File: src/rtl/vlsu_pkg.sv
`default_nettype none
// ============================================================================
// Module      : vlsu_pkg
// Description : Shared state encoding and default geometry for vector_lsu.
// Revision    : 1.0
// ============================================================================
package vlsu_pkg;

    localparam int VLSU_LANES_DEFAULT  = 16;
    localparam int VLSU_LANE_W_DEFAULT = 8;
    localparam int VLSU_ADDR_W_DEFAULT = 16;

    typedef enum logic [1:0] {
        IDLE   = 2'd0,
        ACCESS = 2'd1,
        DRAIN  = 2'd2,
        DONE   = 2'd3
    } vlsu_state_t;

endpackage
`default_nettype wire

File: src/rtl/vlsu_addr_gen.sv
`default_nettype none
// ============================================================================
// Module      : vlsu_addr_gen
// Description : Element address accumulator: base on load, +step per advance.
// Revision    : 1.0
// ============================================================================
module vlsu_addr_gen #(
    parameter int ADDR_W = 16
) (
    input  logic              clk,
    input  logic              reset,
    input  logic              load,
    input  logic              advance,
    input  logic [ADDR_W-1:0] base,
    input  logic [ADDR_W-1:0] step,
    output logic [ADDR_W-1:0] addr
);

    logic [ADDR_W-1:0] r_acc;

    // Sum truncates naturally, giving modulo-2^ADDR_W wrap.
    always_ff @(posedge clk or posedge reset) begin
        if (reset) begin
            r_acc <= '0;
        end else if (load) begin
            r_acc <= base;
        end else if (advance) begin
            r_acc <= r_acc + step;
        end
    end

    assign addr = r_acc;

endmodule
`default_nettype wire

File: src/rtl/vector_lsu.sv
`default_nettype none
// ============================================================================
// Module      : vector_lsu
// Description : Serialises a LANES-wide vector load/store onto a one-element
//               synchronous memory port. Optional macro: VLSU_STRIDE_EN.
// Revision    : 1.0
// ============================================================================
module vector_lsu
    import vlsu_pkg::*;
#(
    parameter int LANES  = VLSU_LANES_DEFAULT,
    parameter int LANE_W = VLSU_LANE_W_DEFAULT,
    parameter int ADDR_W = VLSU_ADDR_W_DEFAULT
) (
    input  logic                    clk,
    input  logic                    reset,
    input  logic                    req_valid,
    output logic                    req_ready,
    input  logic                    req_write,
    input  logic [ADDR_W-1:0]       req_addr,
    input  logic [LANES*LANE_W-1:0] req_wdata,
`ifdef VLSU_STRIDE_EN
    input  logic [ADDR_W-1:0]       req_stride,
`endif
    output logic                    resp_valid,
    output logic [LANES*LANE_W-1:0] resp_rdata,
    output logic                    stall,
    output logic [ADDR_W-1:0]       mem_addr,
    output logic                    mem_wren,
    output logic [LANE_W-1:0]       mem_wdata,
    input  logic [LANE_W-1:0]       mem_rdata
);

    localparam int CNT_W = $clog2(LANES + 1);
    localparam int IDX_W = $clog2(LANES);
    localparam logic [CNT_W-1:0] LAST_LANE = CNT_W'(LANES - 1);

    vlsu_state_t             r_state;
    vlsu_state_t             w_next;
    logic [CNT_W-1:0]        r_lane;
    logic                    r_write;
    logic [LANES*LANE_W-1:0] r_wdata;
    logic [LANE_W-1:0]       r_rlanes [LANES];
    logic [LANE_W-1:0]       w_wlanes [LANES];
    logic                    w_accept;
    logic                    w_in_access;
    logic                    w_capture;
    logic [IDX_W-1:0]        w_wr_idx;
    logic [IDX_W-1:0]        w_cap_idx;
    logic [ADDR_W-1:0]       w_step;
    logic [ADDR_W-1:0]       w_gen_addr;

    always_ff @(posedge clk or posedge reset) begin
        if (reset) begin
            r_state <= IDLE;
        end else begin
            r_state <= w_next;
        end
    end

    always_comb begin
        w_next = r_state;
        case (r_state)
            IDLE:    if (req_valid) w_next = ACCESS;
            ACCESS:  if (r_lane == LAST_LANE) w_next = r_write ? DONE : DRAIN;
            DRAIN:   w_next = DONE;
            DONE:    w_next = IDLE;
            default: w_next = IDLE;
        endcase
    end

    assign w_accept    = (r_state == IDLE) && req_valid;
    assign w_in_access = (r_state == ACCESS);
    assign w_wr_idx    = r_lane[IDX_W-1:0];
    assign w_cap_idx   = IDX_W'(r_lane - CNT_W'(1));

    // Read data trails its address by one cycle, so the capture targets the
    // previous lane; DRAIN exists only to collect the final lane.
    assign w_capture = !r_write &&
                       ((w_in_access && (r_lane != '0)) || (r_state == DRAIN));

    always_ff @(posedge clk or posedge reset) begin
        if (reset) begin
            r_lane  <= '0;
            r_write <= 1'b0;
            r_wdata <= '0;
            for (int i = 0; i < LANES; i++) begin
                r_rlanes[i] <= '0;
            end
        end else begin
            if (w_accept) begin
                r_lane  <= '0;
                r_write <= req_write;
                r_wdata <= req_wdata;
            end else if (w_in_access) begin
                r_lane <= r_lane + CNT_W'(1);
            end
            if (w_capture) begin
                r_rlanes[w_cap_idx] <= mem_rdata;
            end
        end
    end

`ifdef VLSU_STRIDE_EN
    logic [ADDR_W-1:0] r_stride;

    always_ff @(posedge clk or posedge reset) begin
        if (reset) begin
            r_stride <= '0;
        end else if (w_accept) begin
            r_stride <= req_stride;
        end
    end

    assign w_step = r_stride;
`else
    assign w_step = ADDR_W'(1);
`endif

    vlsu_addr_gen #(
        .ADDR_W (ADDR_W)
    ) u_addr_gen (
        .clk     (clk),
        .reset   (reset),
        .load    (w_accept),
        .advance (w_in_access),
        .base    (req_addr),
        .step    (w_step),
        .addr    (w_gen_addr)
    );

    for (genvar i = 0; i < LANES; i++) begin : g_lane
        assign w_wlanes[i]                     = r_wdata[i*LANE_W +: LANE_W];
        assign resp_rdata[i*LANE_W +: LANE_W]  = r_rlanes[i];
    end

    assign req_ready  = (r_state == IDLE);
    assign stall      = (r_state != IDLE);
    assign resp_valid = (r_state == DONE);
    assign mem_wren   = w_in_access && r_write;
    assign mem_addr   = w_in_access ? w_gen_addr : '0;
    assign mem_wdata  = mem_wren ? w_wlanes[w_wr_idx] : '0;

endmodule
`default_nettype wire

File: config.mk
export PLATFORM = sky130hd
export DESIGN_NAME = vector_lsu
export DESIGN_NICKNAME = d
export VERILOG_FILES = /design/src/rtl/vlsu_pkg.sv /design/src/rtl/vlsu_addr_gen.sv /design/src/rtl/vector_lsu.sv
export SDC_FILE = /design/constraint.sdc
export NUM_CORES = 1
export LEC_CHECK = 0
export CORE_MARGIN = 2
export CORE_UTILIZATION = 43
export DETAILED_ROUTE_END_ITERATION = 12
export DONT_BUFFER_PORTS = 1
export SLEW_MARGIN = 0
export SYNTH_ARGS = -nofsm -noshare
export SYNTH_HDL_FRONTEND = slang
export SYNTH_SLANG_ARGS = --single-unit
File: constraint.sdc
create_clock -name clk -period 8.8 [get_ports clk]
set_clock_uncertainty 0.1 [all_clocks]
set_input_delay 1.32 -clock clk [delete_from_list [all_inputs] [get_ports clk]]
set_output_delay 1.32 -clock clk [all_outputs]
set_load 0.02 [all_outputs]
==> results.py, run 1 <==
metrics = {
    "run_status": {
        "status": "completed",
    },
    "cells_and_area": {
        "syn_to_final_growth_pct": 8.75,
        "fill_cells": 2789,
        "nNetsFinal": 1436,
        "diodes": 0,
        "drive_above_1_share": 0.0846,
        "final_cell_area_mm2": 0.0143,
    },
    "yosys": {
        "syn_area_mm2": 0.0131,
        "post_synth.cell_area_avg_um2": 9.97,
        "yosysSeqAreaShare": 0.535,
        "synth_edf_count": 0,
        "yosysWarnings": 0,
        "syn_nets": 1483,
        "synth_top_cell_by_area": "dfrtp_1",
        "ys_top_cells_by_count": "nand2_1 (520), dfrtp_1 (280), o211ai_1 (129)",
        "synth-async-reset-ratio": 1.00,
        "yosysMostFrequentCell": "nand2_1",
        "ys.flop_type": "dfrtp_1",
        "synth.distinct_cells": 47,
        "ys_seq_elements": 280,
        "synth_top_area_frac": 0.535,
        "synth_area_leaders": "dfrtp_1 (53%), nand2_1 (15%), o211ai_1 (7.4%)",
        "synthCells": 1314,
    },
    "grt": {
        "groute.usage.overall": 0.224,
        "grt_max_degree": 165,
        "grt-ovfl-total": 0,
        "grt_pass1_vias": 9607,
        "use_met1": 0.290,
        "antenna_found_initial": 0,
        "grt_use_met3": 0.0695,
        "use_met2": 0.364,
        "top_usage_layer": "met2",
        "grt_first_pass_wirelength_mm": 55.6,
    },
    "critical_path": {
        "endpoint_kind": "output pin",
        "startpoint_type": "flop",
        "setup.worst_path.class": "reg2out",
        "cp_max_fo": 36,
        "cp.arrival_ns": 2.93,
        "crit_required_ns": 7.38,
    },
    "timing": {
        "maxSlewViolCount": 0,
        "period_needed_ns": 4.35,
        "setup_tns_ns": 0,
        "period_share": 0.494,
        "rsz0062_at_grt": "false",
        "slew_headroom": 0.168,
        "worstMarginPinSlew_ns": 1.25,
        "final-hold-violation-count": 0,
        "fmax_ghz": 0.230,
        "final-setup-viol-count": 0,
    },
    "floorplan": {
        "dieWidth_um": 179,
        "core_area_mm2": 0.0298,
        "pin_count": 312,
        "fp.dieH_um": 179,
        "initial_core_util": 0.440,
        "rows": 63,
        "fp.dieArea_mm2": 0.0319,
    },
    "detailed_routing": {
        "vias": 9573,
        "post_drt_wl_per_cell_um": 21.6,
        "dr.pass1.iters": 5,
        "routed_wl_mm": 36.2,
        "ant_nets": 0,
        "remaining_drc_errors": 0,
        "drt-vias-per-instance": 5.70,
        "drt_iter0_drc": 654,
    },
    "power": {
        "sequentialPowerShare": 0.420,
        "p_comb_frac": 0.363,
        "p_sw_frac": 0.429,
        "leakagePower_nw": 6.46,
        "switchingPower_mw": 2.54,
        "clkPwrFrac": 0.217,
        "p_int_mw": 3.38,
        "ir_drop_uv": 237,
        "power.density_mw_per_mm2": 415,
    },
    "cts": {
        "cts_tree": "built",
        "postCtsSetupBuffers": 0,
        "cts_buffers": 31,
        "cts_resized": 0,
        "cts.sinks": 280,
        "root_buffer": "clkbuf_16",
        "cts-hold-fix-buffers": 0,
        "clkLatencyLatePin_ns": 0.55,
        "path_clk_slew_ns": 0.07,
        "clockBufferDepth": 3,
        "cts-htree-levels": 1,
    },
    "placement": {
        "postPlaceCellArea_mm2": 0.0133,
        "place_hpwl_mm": 24.4,
        "gp_congestion": 0.816,
        "portBuffers": 0,
    },
    "worst_hold_path": {
        "hold_class": "reg2reg",
    },
    "flow_run": {
        "cap_viol_max_count": 0,
    },
}
-- layer usage --
metal | vias to the layer above | part of all wire
li1 | 4446 | -
met1 | 4730 | 0.41
met2 | 335 | 0.47
met3 | 62 | 0.092
met4 | 0 | 0.029
met5 | - | 0
-- worst max-delay path, cell delays in order (launching register included) --
cell     delay [ns]
dfrtp_1        0.42
inv_1          0.12
ha_1           0.15
buf_4          0.32
and2_1         0.44
nand2_1        0.33
o22ai_1        0.58
-- final cells by class --
class | count | area (um2) | area share
flip-flops and latches | 280 | 7010 | 0.492
multi-input cells | 928 | 5590 | 0.392
clock buffers | 44 | 865 | 0.0607
well taps | 390 | 488 | 0.0342
clock inverters | 11 | 134 | 0.00939
repair buffers | 13 | 110 | 0.00773
inverters | 13 | 52.6 | 0.00369
-- power by group through the flow --
stage | logic [mW] | registers [mW] | clock network (mW)
2_1_floorplan | 1.83 | 2.31 | 0
3_3_place_gp | 2.11 | 2.50 | 0
3_5_place_dp | 2.18 | 2.51 | 0
4_1_cts | 2.18 | 2.49 | 1.32
5_1_grt | 2.42 | 2.56 | 1.37
6_report | 2.15 | 2.49 | 1.29
-- stage by stage --
stage               setup slack [ns]  hold WS [ns]   util  total power [mW]  cells
CTS                             4.38         0.372  0.478              5.99   1679
finish                          4.45         0.371  0.478              5.92   1679
detailed placement              4.57         0.358  0.445              4.68   1624
global route                    4.22         0.393  0.478              6.36   1679
floorplan                       3.67         0.340      -              4.14   1314
global placement                4.64         0.354  0.445              4.61   1624
-- placed cells by master (no fill, tap or decap), types with 10 or more instances in the layout --
cell	count
mux4_2	24
clkbuf_16	31
o2bb2ai_1	63
and2_1	13
nand2_1	519
buf_4	12
inv_1	10
dfrtp_1	279
ha_1	13
nor2_1	19
o211ai_1	129
o21ai_0	14
xnor2_1	13
mux2i_1	26
-- cells by family (layout without fill, tap and decap cells) --
logic type	Yosys count	in the layout	synth area share
AO/OA/AOI/OAI	244	244	0.146
XOR/XNOR	17	17	0.0114
adder cells (fa/ha/maj)	13	13	0.0124
buffers and inverters	106	81	0.0393
flip-flops	280	280	0.535
multiplexers	51	51	0.0620
AND/OR/NAND/NOR	603	603	0.194
-- sequential cells by signal (all words and copies together) (netlist names) --
name and count:
u_addr_gen.addr 16, r_state 2, r_lane 5, r_write 1
r_wdata 128, resp_rdata 128
-- final timing paths --
path | start | end | slack [ns] | cells after the start
worst max-delay path | r_state[1] | mem_wdata[2] | 4.45 | 6
worst min-delay path | r_wdata[114] | r_wdata[114] | 0.37 | 2
worst max register to register | r_lane[0] | resp_rdata[119] | 4.56 | 6
worst min register to register | r_wdata[114] | r_wdata[114] | 0.37 | 2
max in group asynchronous | reset | r_wdata[91] | 6.46 | 3
min in group asynchronous | reset | resp_rdata[64] | 0.78 | 2
(Power assumes the default switching activity.)
==> run 2: changes to the inputs <==
==> constraint.sdc (replaced) <==
create_clock -name clk -period 4.47 [get_ports clk]
set_clock_uncertainty 0.1 [all_clocks]
set_input_delay 0.6705 -clock clk [delete_from_list [all_inputs] [get_ports clk]]
set_output_delay 0.6705 -clock clk [all_outputs]
set_load 0.02 [all_outputs]
==> run 2 against run 1 <==
Compared with the run above:
- final cell count is 0.30% higher
- non-clock buffer count is 3 higher
- routed wire length is 0.68% higher
- clock power is 97% higher
- via count is 0.55% lower
- flip-flop and latch count stayed put
- largest cell class unchanged
- critical path type unchanged
- critical endpoint is now mem_wdata[6]
- worst setup slack worse by 3.7 ns
==> results.py, run 2 (synthesized netlist as in run 1, its figures left out) <==
metrics = {
    "run_status": {
        "status": "completed",
    },
    "cells_and_area": {
        "nNetsFinal": 1439,
        "final_cells": 1684,
        "mostFrequentLayoutCells": "nand2_1 (519), dfrtp_1 (279), o211ai_1 (129)",
        "syn_to_final_growth_pct": 9.30,
        "layout_commonest_cell": "nand2_1",
        "fill_cells": 2818,
        "diodes": 0,
        "drive_above_1_share": 0.0889,
    },
    "timing": {
        "slew_headroom": 0.340,
        "period_share": 0.831,
        "worst_slack_ns": 0.757,
        "period_needed_ns": 3.71,
        "rsz0062_at_grt": "false",
        "final-setup-viol-count": 0,
        "final-hold-violation-count": 0,
        "fmax_ghz": 0.269,
        "maxSlewViolCount": 0,
        "worstMarginPinSlew_ns": 0.990,
    },
    "cts": {
        "cts.sinks": 280,
        "cts-htree-levels": 1,
        "clockBufferDepth": 3,
        "path_clk_slew_ns": 0.06,
        "cts-hold-fix-buffers": 0,
        "postCtsSetupBuffers": 0,
        "cts_tree": "built",
        "clkLatencyLatePin_ns": 0.55,
        "cts_resized": 0,
        "root_buffer": "clkbuf_16",
        "cts_buffers": 31,
    },
    "power": {
        "ir_drop_uv": 371,
        "sequentialPowerShare": 0.422,
        "finalPower_mw": 11.8,
        "p_comb_frac": 0.362,
        "p_int_mw": 6.69,
        "p_sw_frac": 0.431,
        "leakagePower_nw": 6.48,
        "clkPwrFrac": 0.216,
        "switchingPower_mw": 5.06,
        "power.density_mw_per_mm2": 821,
    },
    "placement": {
        "preCtsSetupSlack_ns": 1.04,
        "portBuffers": 0,
        "place_hpwl_mm": 24.5,
        "dp_cells": 1627,
        "gp_congestion": 0.843,
    },
    "floorplan": {
        "pin_count": 312,
        "initial_core_util": 0.440,
        "core_area_mm2": 0.0298,
        "fp.dieH_um": 179,
        "fp.dieArea_mm2": 0.0319,
        "rows": 63,
        "dieWidth_um": 179,
    },
    "critical_path": {
        "endpoint_kind": "output pin",
        "crit_required_ns": 3.70,
        "startpoint_type": "flop",
        "cp.arrival_ns": 2.94,
        "setup.worst_path.class": "reg2out",
        "cp_max_fo": 21,
    },
    "flow_run": {
        "cap_viol_max_count": 0,
    },
    "grt": {
        "antenna_found_initial": 0,
        "grt_first_pass_wirelength_mm": 56.2,
        "groute.usage.overall": 0.227,
        "grt-ovfl-total": 0,
        "grt_pass1_vias": 9353,
        "grt_max_degree": 162,
    },
    "detailed_routing": {
        "post_drt_wl_per_cell_um": 21.6,
        "vias": 9520,
        "routed_wl_mm": 36.4,
        "ant_nets": 0,
        "drt_iter0_drc": 753,
        "dr.pass1.iters": 5,
        "drt-vias-per-instance": 5.65,
        "remaining_drc_errors": 0,
    },
    "worst_hold_path": {
        "hold_class": "in2async",
    },
}
==> run 2: cell types whose count changed in the layout (fill, tap and decap cells not counted), moves of 2 or more <==
cell	before	now
bufinv_16	3	1
clkbuf_8	4	11
clkinvlp_4	1	3
clkinv_2	7	4
buf_12	1	3
==> run 2: metrics by stage <==
stage	cell area [um2]	setup TNS, ns	hold WS (ns)	util
finish	14300	0	0.109	0.481
global route	14300	0	0.103	0.481
CTS	14300	0	0.0984	0.481
detailed placement	13300	0	0.359	0.446
global placement	13300	0	0.354	0.446
floorplan	13100	-2.19	0.340	-
==> run 2: power groups by stage <==
stage               logic, mW  clock network [mW]  registers (mW)
CTS                      4.30                2.59            4.97
global route             4.74                2.70            5.11
finish                   4.25                2.54            4.96
floorplan                3.60                   0            4.55
global placement         4.17                   0            4.99
detailed placement       4.28                   0            5.00
==> run 2: final timing paths <==
| path | start | endpoint | slack [ns] | cells past startpoint |
|---|---|---|---|---|
| hold reg to reg | r_wdata[116] | r_wdata[116] | 0.37 | 2 |
| hold / removal | reset | resp_rdata[36] | 0.11 | 2 |
| max in group asynchronous | reset | r_wdata[83] | 3.38 | 2 |
| setup reg to reg | r_lane[0] | resp_rdata[18] | 1.05 | 6 |
| min in group clk | req_wdata[69] | r_wdata[69] | 0.12 | 2 |
| setup / recovery | r_lane[2] | mem_wdata[6] | 0.76 | 5 |
==> run 2: worst max-delay path: stages, from the launching register on <==
cell     delay [ns]
dfrtp_1        0.97
buf_4          0.38
nor2b_1        0.53
a22oi_1        0.18
nand2_1        0.13
o22ai_1        0.21
==> run 2: cell type report <==
class | count | area, um2 | area share
repair buffers | 16 | 158 | 0.0110
multi-input cells | 928 | 5590 | 0.390
clock buffers | 50 | 957 | 0.0668
flip-flops and latches | 280 | 7010 | 0.489
clock inverters | 7 | 65.1 | 0.00454
inverters | 13 | 52.6 | 0.00367
well taps | 390 | 488 | 0.0341
==> run 2: metal layers <==
metal,track usage,routed length [um]
met1,0.303,14900
met2,0.364,17200
met3,0.0708,3600
met4,0.0464,737
met5,0,0
==> run 3: changes to the inputs <==
==> constraint.sdc (replaced) <==
create_clock -name clk -period 3.3 [get_ports clk]
set_clock_uncertainty 0.1 [all_clocks]
set_input_delay 0.495 -clock clk [delete_from_list [all_inputs] [get_ports clk]]
set_output_delay 0.495 -clock clk [all_outputs]
set_load 0.02 [all_outputs]
==> run 3 against run 2 <==
Compared with the run above:
- routed wire length grew 5.7%
- count of clock-buffer cells in the layout shrank 3
- worst setup slack lost 0.59 ns
- die area is the same
- hold slack lost 0.10 ns
- power grew 38%
- first-iteration DRC count shrank 5.3%
- final area grew 11%
- via count grew 8.7%
- core utilization grew 5.4 points
- critical path depth is the same
- critical path type unchanged
- largest power group unchanged
- highest routed layer unchanged
==> results.py, run 3 (synthesized netlist as in run 1, its figures left out) <==
metrics = {
    "cells_and_area": {
        "syn_to_final_growth_pct": 21.6,
        "layout_commonest_cell": "nand2_1",
        "final_cell_area_mm2": 0.0159,
        "multiInputGateArea_mm2": 0.00560,
        "drive_above_1_share": 0.0945,
        "nNetsFinal": 1606,
        "ff_latch_area_mm2": 0.00701,
        "fill_cells": 2587,
        "mostFrequentLayoutCells": "nand2_1 (519), dfrtp_1 (279), dlygate4sd3_1 (145)",
        "diodes": 0,
    },
    "power": {
        "p_sw_frac": 0.429,
        "clkPwrFrac": 0.207,
        "ir_drop_uv": 556,
        "sequentialPowerShare": 0.406,
        "p_int_mw": 9.24,
        "p_comb_frac": 0.387,
        "finalPower_mw": 16.2,
        "leakagePower_nw": 7.20,
        "power.density_mw_per_mm2": 1020,
        "switchingPower_mw": 6.95,
    },
    "timing": {
        "rsz0062_at_grt": "false",
        "period_needed_ns": 3.14,
        "worstMarginPinSlew_ns": 0.798,
        "final-setup-viol-count": 0,
        "final-hold-violation-count": 0,
        "slew_headroom": 0.466,
        "period_share": 0.950,
        "fmax_ghz": 0.319,
        "maxSlewViolCount": 0,
    },
    "critical_path": {
        "setup.worst_path.class": "reg2out",
        "r2r_start": "r_lane[1]",
        "cp_top_family": "flip-flops",
        "r2r_setup_slack_ns": 0.50,
        "cp_common_cell": "buf_4",
        "cp_max_fo": 13,
        "crit_required_ns": 2.70,
        "cp.arrival_ns": 2.54,
        "reg2reg_depth": 6,
        "cp_slowest_cell": "dfrtp_4",
        "critPathMaxStageDelay_ns": 0.58,
        "startpoint_type": "flop",
        "crit_buf_inv": 2,
        "endpoint_kind": "output pin",
        "r2r_end": "resp_rdata[5]",
        "path_cells": "buf_4 > mux4_2 > nor2_1 > o22ai_1 > buf_4",
    },
    "run_status": {
        "status": "completed",
    },
    "floorplan": {
        "dieWidth_um": 179,
        "pin_count": 312,
        "fp.dieH_um": 179,
        "initial_core_util": 0.440,
        "fp.dieArea_mm2": 0.0319,
        "core_area_mm2": 0.0298,
        "rows": 63,
    },
    "detailed_routing": {
        "post_drt_wl_per_cell_um": 20.8,
        "dr.pass1.iters": 7,
        "routed_wl_mm": 38.5,
        "remaining_drc_errors": 0,
        "vias": 10351,
        "drt-vias-per-instance": 5.60,
        "ant_nets": 0,
        "drt_iter0_drc": 713,
    },
    "cts": {
        "path_clk_slew_ns": 0.06,
        "cts.sinks": 280,
        "root_buffer": "clkbuf_16",
        "cts_tree": "built",
        "cts_buffers": 31,
        "clockBufferDepth": 3,
        "clkLatencyLatePin_ns": 0.55,
        "cts-htree-levels": 1,
    },
    "grt": {
        "antenna_found_initial": 0,
        "grt_pass1_vias": 10487,
        "grt_max_degree": 82,
        "groute.usage.overall": 0.240,
        "grt-ovfl-total": 0,
        "grt_first_pass_wirelength_mm": 60.2,
    },
    "flow_run": {
        "cap_viol_max_count": 0,
    },
    "worst_hold_path": {
        "hold_class": "in2reg",
        "holdCritStartpoint": "req_addr[6]",
        "min_to": "u_addr_gen.addr[6]",
        "holdPathStages": 2,
    },
    "placement": {
        "place_hpwl_mm": 25.7,
        "postPlaceCellArea_mm2": 0.0135,
        "gp_congestion": 0.816,
        "portBuffers": 0,
    },
}
-- run 3: cell count changes in the layout (fill, tap and decap cells not counted), sizes merged --
cell,previous run,this run
clkbuf,50,47
dlygate4sd3,0,145
buf,16,38
clkinv,5,7
-- run 3: metrics by stage --
stage / util / setup WS [ns] / TNS, ns / instances / hold slack, ns
2_1_floorplan: - / -1.00 / -280.65 / 1314 / 0.340
3_3_place_gp: 0.453 / 0.508 / 0 / 1648 / 0.343
3_5_place_dp: 0.453 / 0.374 / 0 / 1648 / 0.349
4_1_cts: 0.535 / 0.00965 / 0 / 1849 / 0.00372
5_1_grt: 0.535 / 0.0348 / 0 / 1850 / 0.0419
6_report: 0.535 / 0.164 / 0 / 1850 / 0.00785
-- run 3: worst max path at each step --
| stage | startpoint | end | slack (ns) | depth (start not counted) |
|---|---|---|---|---|
| floorplan | reset | r_lane[0] | -1.00 | 1 |
| global placement | r_lane[0] | resp_rdata[23] | 0.51 | 6 |
| detailed placement | r_lane[0] | resp_rdata[12] | 0.37 | 6 |
| CTS | r_lane[0] | mem_wdata[3] | 0.01 | 5 |
| global route | r_state[1] | mem_wdata[2] | 0.03 | 6 |
| finish | r_lane[0] | mem_wdata[3] | 0.16 | 5 |
-- run 3: repair_timing --
item                                   in CTS  in global routing
hold buffers                              145                  0
setup endpoints to repair                   8                  8
gates resized for setup                     1                  1
endpoints found under the hold margin     163                  0
setup buffers                               0                  1
-- run 3: final cells by class --
type | count | area share
repair buffers | 183 | 0.113
inverters | 13 | 0.00330
flip-flops and latches | 280 | 0.440
clock inverters | 9 | 0.00471
clock buffers | 47 | 0.0575
well taps | 390 | 0.0306
multi-input cells | 928 | 0.351
-- run 3: worst reg2reg max path: stages (launching register included) --
cell and delay (ns):
dfrtp_1 0.35, clkinv_1 0.29, ha_1 0.37, nor4_2 0.31
or2b_1 0.38, nand2_2 0.56, o2bb2ai_1 0.35
-- run 3: power by group through the flow --
stage	Combinational [mW]	Sequential [mW]	Clock, mW
after CTS	6.27	6.59	3.42
after floorplan	4.88	6.16	0
after global routing	6.96	6.75	3.58
after global placement	5.95	6.59	0
final	6.26	6.57	3.35
after detailed placement	6.10	6.63	0
-- run 3: per-layer routing --
layer,track usage,up-vias,routed length [um],share of wire
met5,0,-,0,0
met4,0.0610,0,983,0.026
met3,0.0592,62,3050,0.079
met2,0.403,388,18800,0.49
met1,0.311,5101,15700,0.41
li1,-,4800,-,-
